## config.mk

```make
export PLATFORM = sky130hd
export DESIGN_NAME = ifmap_serializer
export DESIGN_NICKNAME = d
export VERILOG_FILES = /design/src/rtl/ifmap_serializer.sv
export SDC_FILE = /design/constraint.sdc
export NUM_CORES = 1
export LEC_CHECK = 0
export BUFFER_PORTS_ARGS = -buffer_cell sky130_fd_sc_hd__buf_2
export CORE_MARGIN = 8
export CORE_UTILIZATION = 52
export DETAILED_ROUTE_END_ITERATION = 8
export PLACE_DENSITY = 0.77
export SYNTH_ARGS = -nofsm -noshare
export SYNTH_HDL_FRONTEND = slang
export SYNTH_SLANG_ARGS = --single-unit
```

## constraint.sdc

```tcl
create_clock -name clk -period 2.09 [get_ports clk]
set_clock_uncertainty 0.15 [all_clocks]
set_input_delay 0.418 -clock clk [delete_from_list [all_inputs] [get_ports clk]]
set_output_delay 0.418 -clock clk [all_outputs]
set_load 0.05 [all_outputs]
```

## src/rtl/ifmap_serializer.sv

```systemverilog
// ---------------------------------------------------------------------------
// ifmap_serializer
//
// Wide-to-narrow serializer for the accelerator ifmap input path. Accepts
// IN_W-bit words on a valid/ready handshake and emits ELEM_W-bit elements on
// a valid/ready handshake. An active shift register plus one pending word
// keep the output stream gap-free across word boundaries. Each word carries
// an element count (partial tail words) and an end-of-tile flag that is
// attached to the final emitted element of that word.
//
// Optional build macro: IFMAP_SER_MSB_FIRST_EN
//   undefined : elements emitted lowest index first (default)
//   defined   : elements emitted highest index first; partial words drop
//               the low elements
//
// Ports:
//   clk        clock, rising edge
//   rst        synchronous reset, active-high
//   in_valid   input word valid
//   in_ready   serializer can accept a word this cycle
//   in_data    ifmap word, element k = in_data[k*ELEM_W +: ELEM_W]
//   in_cnt     valid elements in word; 0 or >NELEM means NELEM
//   in_last    word is last of tile
//   out_valid  out_data valid
//   out_ready  downstream accepts element
//   out_data   current element
//   out_last   final element of a word tagged in_last
//   busy       active or pending word held
//
// state   | meaning
// --------+----------------------------------------------
// EMPTY   | no word held, output idle
// STREAM  | active word being emitted, pending slot free
// FULL    | active word being emitted, pending slot holds next word
// ---------------------------------------------------------------------------
module ifmap_serializer #(
    parameter  int IN_W   = 32,
    parameter  int ELEM_W = 8,
    localparam int NELEM  = IN_W / ELEM_W,
    localparam int CNT_W  = $clog2(NELEM + 1)
) (
    input  logic              clk,
    input  logic              rst,
    input  logic              in_valid,
    output logic              in_ready,
    input  logic [IN_W-1:0]   in_data,
    input  logic [CNT_W-1:0]  in_cnt,
    input  logic              in_last,
    output logic              out_valid,
    input  logic              out_ready,
    output logic [ELEM_W-1:0] out_data,
    output logic              out_last,
    output logic              busy
);

    typedef enum logic [1:0] {
        S_EMPTY  = 2'd0,
        S_STREAM = 2'd1,
        S_FULL   = 2'd2
    } state_t;

    localparam logic [CNT_W-1:0] CNT_FULL = CNT_W'(NELEM);
    localparam logic [CNT_W-1:0] CNT_ONE  = CNT_W'(1);

    state_t            state_q,     state_d;
    logic [IN_W-1:0]   act_data_q,  act_data_d;
    logic              act_last_q,  act_last_d;
    logic [CNT_W-1:0]  rem_q,       rem_d;
    logic [IN_W-1:0]   pend_data_q, pend_data_d;
    logic [CNT_W-1:0]  pend_cnt_q,  pend_cnt_d;
    logic              pend_last_q, pend_last_d;
    logic              out_valid_q, out_valid_d;
    logic              out_last_q,  out_last_d;

    logic              in_fire;
    logic              out_fire;
    logic              active_done;
    logic [CNT_W-1:0]  eff_cnt;
    logic [IN_W-1:0]   act_shifted;

    // in_ready depends only on registered state so upstream never sees a
    // combinational path from out_ready.
    assign in_ready    = (state_q != S_FULL);
    assign in_fire     = in_valid & in_ready;
    assign out_fire    = out_valid_q & out_ready;
    assign active_done = out_fire & (rem_q == CNT_ONE);

    assign eff_cnt = ((in_cnt == '0) || (in_cnt > CNT_FULL)) ? CNT_FULL : in_cnt;

`ifdef IFMAP_SER_MSB_FIRST_EN
    assign act_shifted = act_data_q << ELEM_W;
    assign out_data    = act_data_q[IN_W-1 -: ELEM_W];
`else
    assign act_shifted = act_data_q >> ELEM_W;
    assign out_data    = act_data_q[ELEM_W-1:0];
`endif

    assign out_valid = out_valid_q;
    assign out_last  = out_last_q;
    assign busy      = (state_q != S_EMPTY);

    always_comb begin
        state_d     = state_q;
        act_data_d  = act_data_q;
        act_last_d  = act_last_q;
        rem_d       = rem_q;
        pend_data_d = pend_data_q;
        pend_cnt_d  = pend_cnt_q;
        pend_last_d = pend_last_q;

        // Advance within the active word; the final element is not shifted
        // because the active register is about to be reloaded or released.
        if (out_fire && (rem_q > CNT_ONE)) begin
            act_data_d = act_shifted;
            rem_d      = rem_q - CNT_ONE;
        end

        case (state_q)
            S_EMPTY: begin
                if (in_fire) begin
                    act_data_d = in_data;
                    act_last_d = in_last;
                    rem_d      = eff_cnt;
                    state_d    = S_STREAM;
                end
            end
            S_STREAM: begin
                if (in_fire && active_done) begin
                    // Word boundary with a new word arriving: bypass the
                    // pending slot so the stream has no bubble.
                    act_data_d = in_data;
                    act_last_d = in_last;
                    rem_d      = eff_cnt;
                end else if (in_fire) begin
                    pend_data_d = in_data;
                    pend_cnt_d  = eff_cnt;
                    pend_last_d = in_last;
                    state_d     = S_FULL;
                end else if (active_done) begin
                    rem_d      = '0;
                    act_last_d = 1'b0;
                    state_d    = S_EMPTY;
                end
            end
            S_FULL: begin
                if (active_done) begin
                    act_data_d = pend_data_q;
                    act_last_d = pend_last_q;
                    rem_d      = pend_cnt_q;
                    state_d    = S_STREAM;
                end
            end
            default: begin
                state_d = S_EMPTY;
            end
        endcase

        out_valid_d = (state_d != S_EMPTY);
        out_last_d  = (state_d != S_EMPTY) & act_last_d & (rem_d == CNT_ONE);
    end

    always_ff @(posedge clk) begin
        if (rst) begin
            state_q     <= S_EMPTY;
            act_data_q  <= '0;
            act_last_q  <= 1'b0;
            rem_q       <= '0;
            pend_data_q <= '0;
            pend_cnt_q  <= '0;
            pend_last_q <= 1'b0;
            out_valid_q <= 1'b0;
            out_last_q  <= 1'b0;
        end else begin
            state_q     <= state_d;
            act_data_q  <= act_data_d;
            act_last_q  <= act_last_d;
            rem_q       <= rem_d;
            pend_data_q <= pend_data_d;
            pend_cnt_q  <= pend_cnt_d;
            pend_last_q <= pend_last_d;
            out_valid_q <= out_valid_d;
            out_last_q  <= out_last_d;
        end
    end

endmodule
```

==> impl_metrics.csv <==
group,metric,value,unit
placement,port_buffers,51,
worst_setup_path,path_max_fanout,8,
finish,post-route-util,64.18,%
yosys,synth_top_area_share,40.47,%
finish,drive_above_1_share,27.71,%
global_routing,grt_pass1_vias,3513,
yosys,syn_avg_cell_area,8.263,sq um
floorplanning,die_h,101.0,um
yosys,synth_async_sr_flop_share,0,%
power_and_ir_drop,peakVddDrop,0.5159,mV
floorplanning,die_width,101.0,um
finish,final_area,4581,sq um
timing,period_minus_slack,2.074,ns
yosys,seq_area_frac_synth,40.47,%
clock_tree,cts-root-buf,"clkbuf_8",
route,drcViolationCount,0,
worst_setup_path,arrival,2.15,ns
route,routed_wl,10310,um
yosys,ys_warn_count,0,
timing,slew_headroom,65.23,%
worst_setup_path,max_stage_delay,0.41,ns
power_and_ir_drop,powerDensity,793.9,nW/um^2
power_and_ir_drop,seq_power_share,45.0,%
floorplanning,die_area,10210,sq um
yosys,ys_types,49,
route,drt-pass1-iter-count,5,
floorplanning,ios,52,
global_routing,grt_pass1_wl,16490,um
clock_tree,cts_buffers,9,
floorplanning,row_count,31,
power_and_ir_drop,clkPwrFrac,34.1,%
yosys,yosys.area.top_type,"dfxtp_1",
yosys,synth-edff-count,0,
placement,gp_congestion,0.9134,
finish,regArea,1525,sq um
placement,place_area,4229,sq um
worst_setup_path,crit_chain,"inv_2 -> ha_4 -> o21ba_2 -> o21ai_4 -> buf_12 -> clkbuf_16 -> mux2i_1 -> a2111oi_2",
yosys,ys_top_cells_by_area,"dfxtp_1, nand2_1, a2111oi_2",
finish,nNetsFinal,554,
worst_setup_path,start_kind,"register",
run_status,status,"complete, no violations",
clock_tree,cts_buffer_depth,2,
timing,finalHoldViolations,0,
finish,diodes,0,
route,wl_per_cell,16.76,um
floorplanning,coreArea,7137,sq um
power_and_ir_drop,p_comb_share,20.9,%
yosys,synth_seq_cells,76,
global_routing,grt_start_max_net_pins,33,
clock_tree,hold_buffers,0,
finish,fin_cells,615,
timing,tightest_slew,0.5215,ns
timing,timing.final.crit_share,99.23,%
global_routing,antenna_found_initial,0,
min_path,hold_depth,3,
power_and_ir_drop,intPower,2.551,mW
power_and_ir_drop,p_leak,1.993,nW
yosys,synthesis.area,3760,sq um
worst_setup_path,crit_path_end_kind,"register",
finish,syn_to_final_growth,21.83,%
timing,clock.fmax,482.2,MHz
yosys,syn-num-nets,498,
worst_setup_path,critPathKind,"reg -> reg",
clock_tree,clk_latency,0.35,ns
worst_setup_path,crit_slowest_cell,"a2111oi_2",
job,cap_violations,0,
yosys,synth_ff_type,"dfxtp_1",
placement,dpl.cell_count,596,
route,via_per_inst,5.815,
timing,setup_viol,0,
global_routing,gr-total-overflow,0,
timing,rsz0062_at_grt,"yes",
yosys,syn_inst,455,
timing,tns,0,ns
floorplanning,initial_core_util,52.68,%
placement,dpl.hpwl,7040,um
worst_setup_path,r2r_cells,8,
global_routing,grt.total_usage,20.21,%
min_path,worstHoldPathType,"in -> reg",
clock_tree,htree_levels,3,
power_and_ir_drop,swShare,29.85,%
route,drt_iter0_markers,226,
finish,multi_input_area,2067,sq um
clock_tree,clkSinkCount,76,
power_and_ir_drop,power_switching,1.085,mW
finish,num-fill-cells,613,
worst_setup_path,critPathRequiredTime,2.17,ns
power_and_ir_drop,p_total,3.637,mW
route,vias,3576,
timing,drv_slew,0,
clock_tree,path_clk_slew,0.08,ns
clock_tree,cts_tree,"done",
route,ant_nets,0,
==> cell usage after synthesis, drive strengths merged (3+ instances only) <==
library cell  number
nand3b             5
a211oi             6
ha                 3
nand2             90
and2               3
mux2i             23
a31oi              3
inv                6
buf               22
nor2              71
o21ai              6
a311oi             3
and3               4
a221oi             3
dfxtp             76
o22ai              4
clkbuf            18
a21oi             53
a2111oi           22
nor4               7
nor2b              4
==> final cells by class <==
class / count / area share [%]
tap: 99 / 2.704
multi-input combinational: 333 / 45.12
clock inverter: 5 / 1.830
sequential: 76 / 33.30
timing repair buffer: 85 / 13.68
inverter: 6 / 0.4917
clock buffer: 11 / 2.868
==> logic make-up after synthesis <==
logic type / synth area share (%)
fa+ha+maj: 0.9984
simple gates: 22.16
buf+inv: 6.256
mux: 6.423
compound gates: 23.69
flops: 40.47
==> placed cells by master, fill, tap and decap left out, types with 9 or more instances in the layout <==
| master | synthesis | final |
|---|---|---|
| buf_2 | 11 | 50 |
| mux2i_1 | 23 | 22 |
| nor2_1 | 70 | 70 |
| a2111oi_2 | 21 | 22 |
| buf_4 | 9 | 26 |
| dfxtp_1 | 76 | 73 |
| clkbuf_8 | 0 | 9 |
| a21oi_1 | 51 | 51 |
| nand2_1 | 88 | 88 |
==> metal layers <==
layer | up-vias | share of wire, % | global-route usage, %
met5 | - | 0 | 0
met4 | 0 | 1.8 | 8.018
met3 | 20 | 6.0 | 3.936
met2 | 138 | 50 | 35.56
met1 | 1708 | 42 | 23.41
li1 | 1710 | - | -
==> power groups by stage <==
| stage | clock network (mW) | logic [mW] | registers (mW) |
|---|---|---|---|
| 2_1_floorplan | 0 | 0.521 | 1.64 |
| 3_3_place_gp | 0 | 0.696 | 1.66 |
| 3_5_place_dp | 0 | 0.713 | 1.66 |
| 4_1_cts | 1.23 | 0.721 | 1.63 |
| 5_1_grt | 1.31 | 0.825 | 1.65 |
| 6_report | 1.24 | 0.761 | 1.63 |
==> sequential cells by signal (all words and copies together), names as in the netlist, 2 cells and up <==
signal       count
state_q          2
pend_data_q     32
rem_q            3
act_data_q      32
pend_cnt_q       3
==> worst max-delay path: cells and delay by family, from the launching register on <==
| family | cells | cell delay [ns] |
|---|---|---|
| adder cells (fa/ha/maj) | 1 | 0.19 |
| AO/OA/AOI/OAI | 3 | 0.74 |
| buffers and inverters | 3 | 0.37 |
| flip-flops | 1 | 0.36 |
| multiplexers | 1 | 0.14 |
==> path summary, 6_finish.rpt <==
path                    from              end  slack, ns
max                 rem_q[1]   act_data_q[21]       0.02
max reg2reg         rem_q[1]   act_data_q[21]       0.02
min               in_data[6]   pend_data_q[6]       0.16
min reg2reg  pend_data_q[22]  pend_data_q[22]       0.31
==> through the flow <==
step,setup WS (ns),hold slack [ns]
6_report,0.01618,0.1596
5_1_grt,-0.07008,0.1558
4_1_cts,0.004336,0.1603
3_5_place_dp,-0.09547,0.2966
3_3_place_gp,-0.03230,0.2919
2_1_floorplan,0.03052,0.2860
==> timing repair <==
| item | in CTS | in global routing |
|---|---|---|
| resized for setup | 2 | 16 |
| setup buffers | 0 | 1 |
| pin swaps | 0 | 3 |
| cloned | 0 | 2 |
| setup endpoints to repair | 26 | 39 |
No activity file was read; power rests on OpenSTA's default activity.
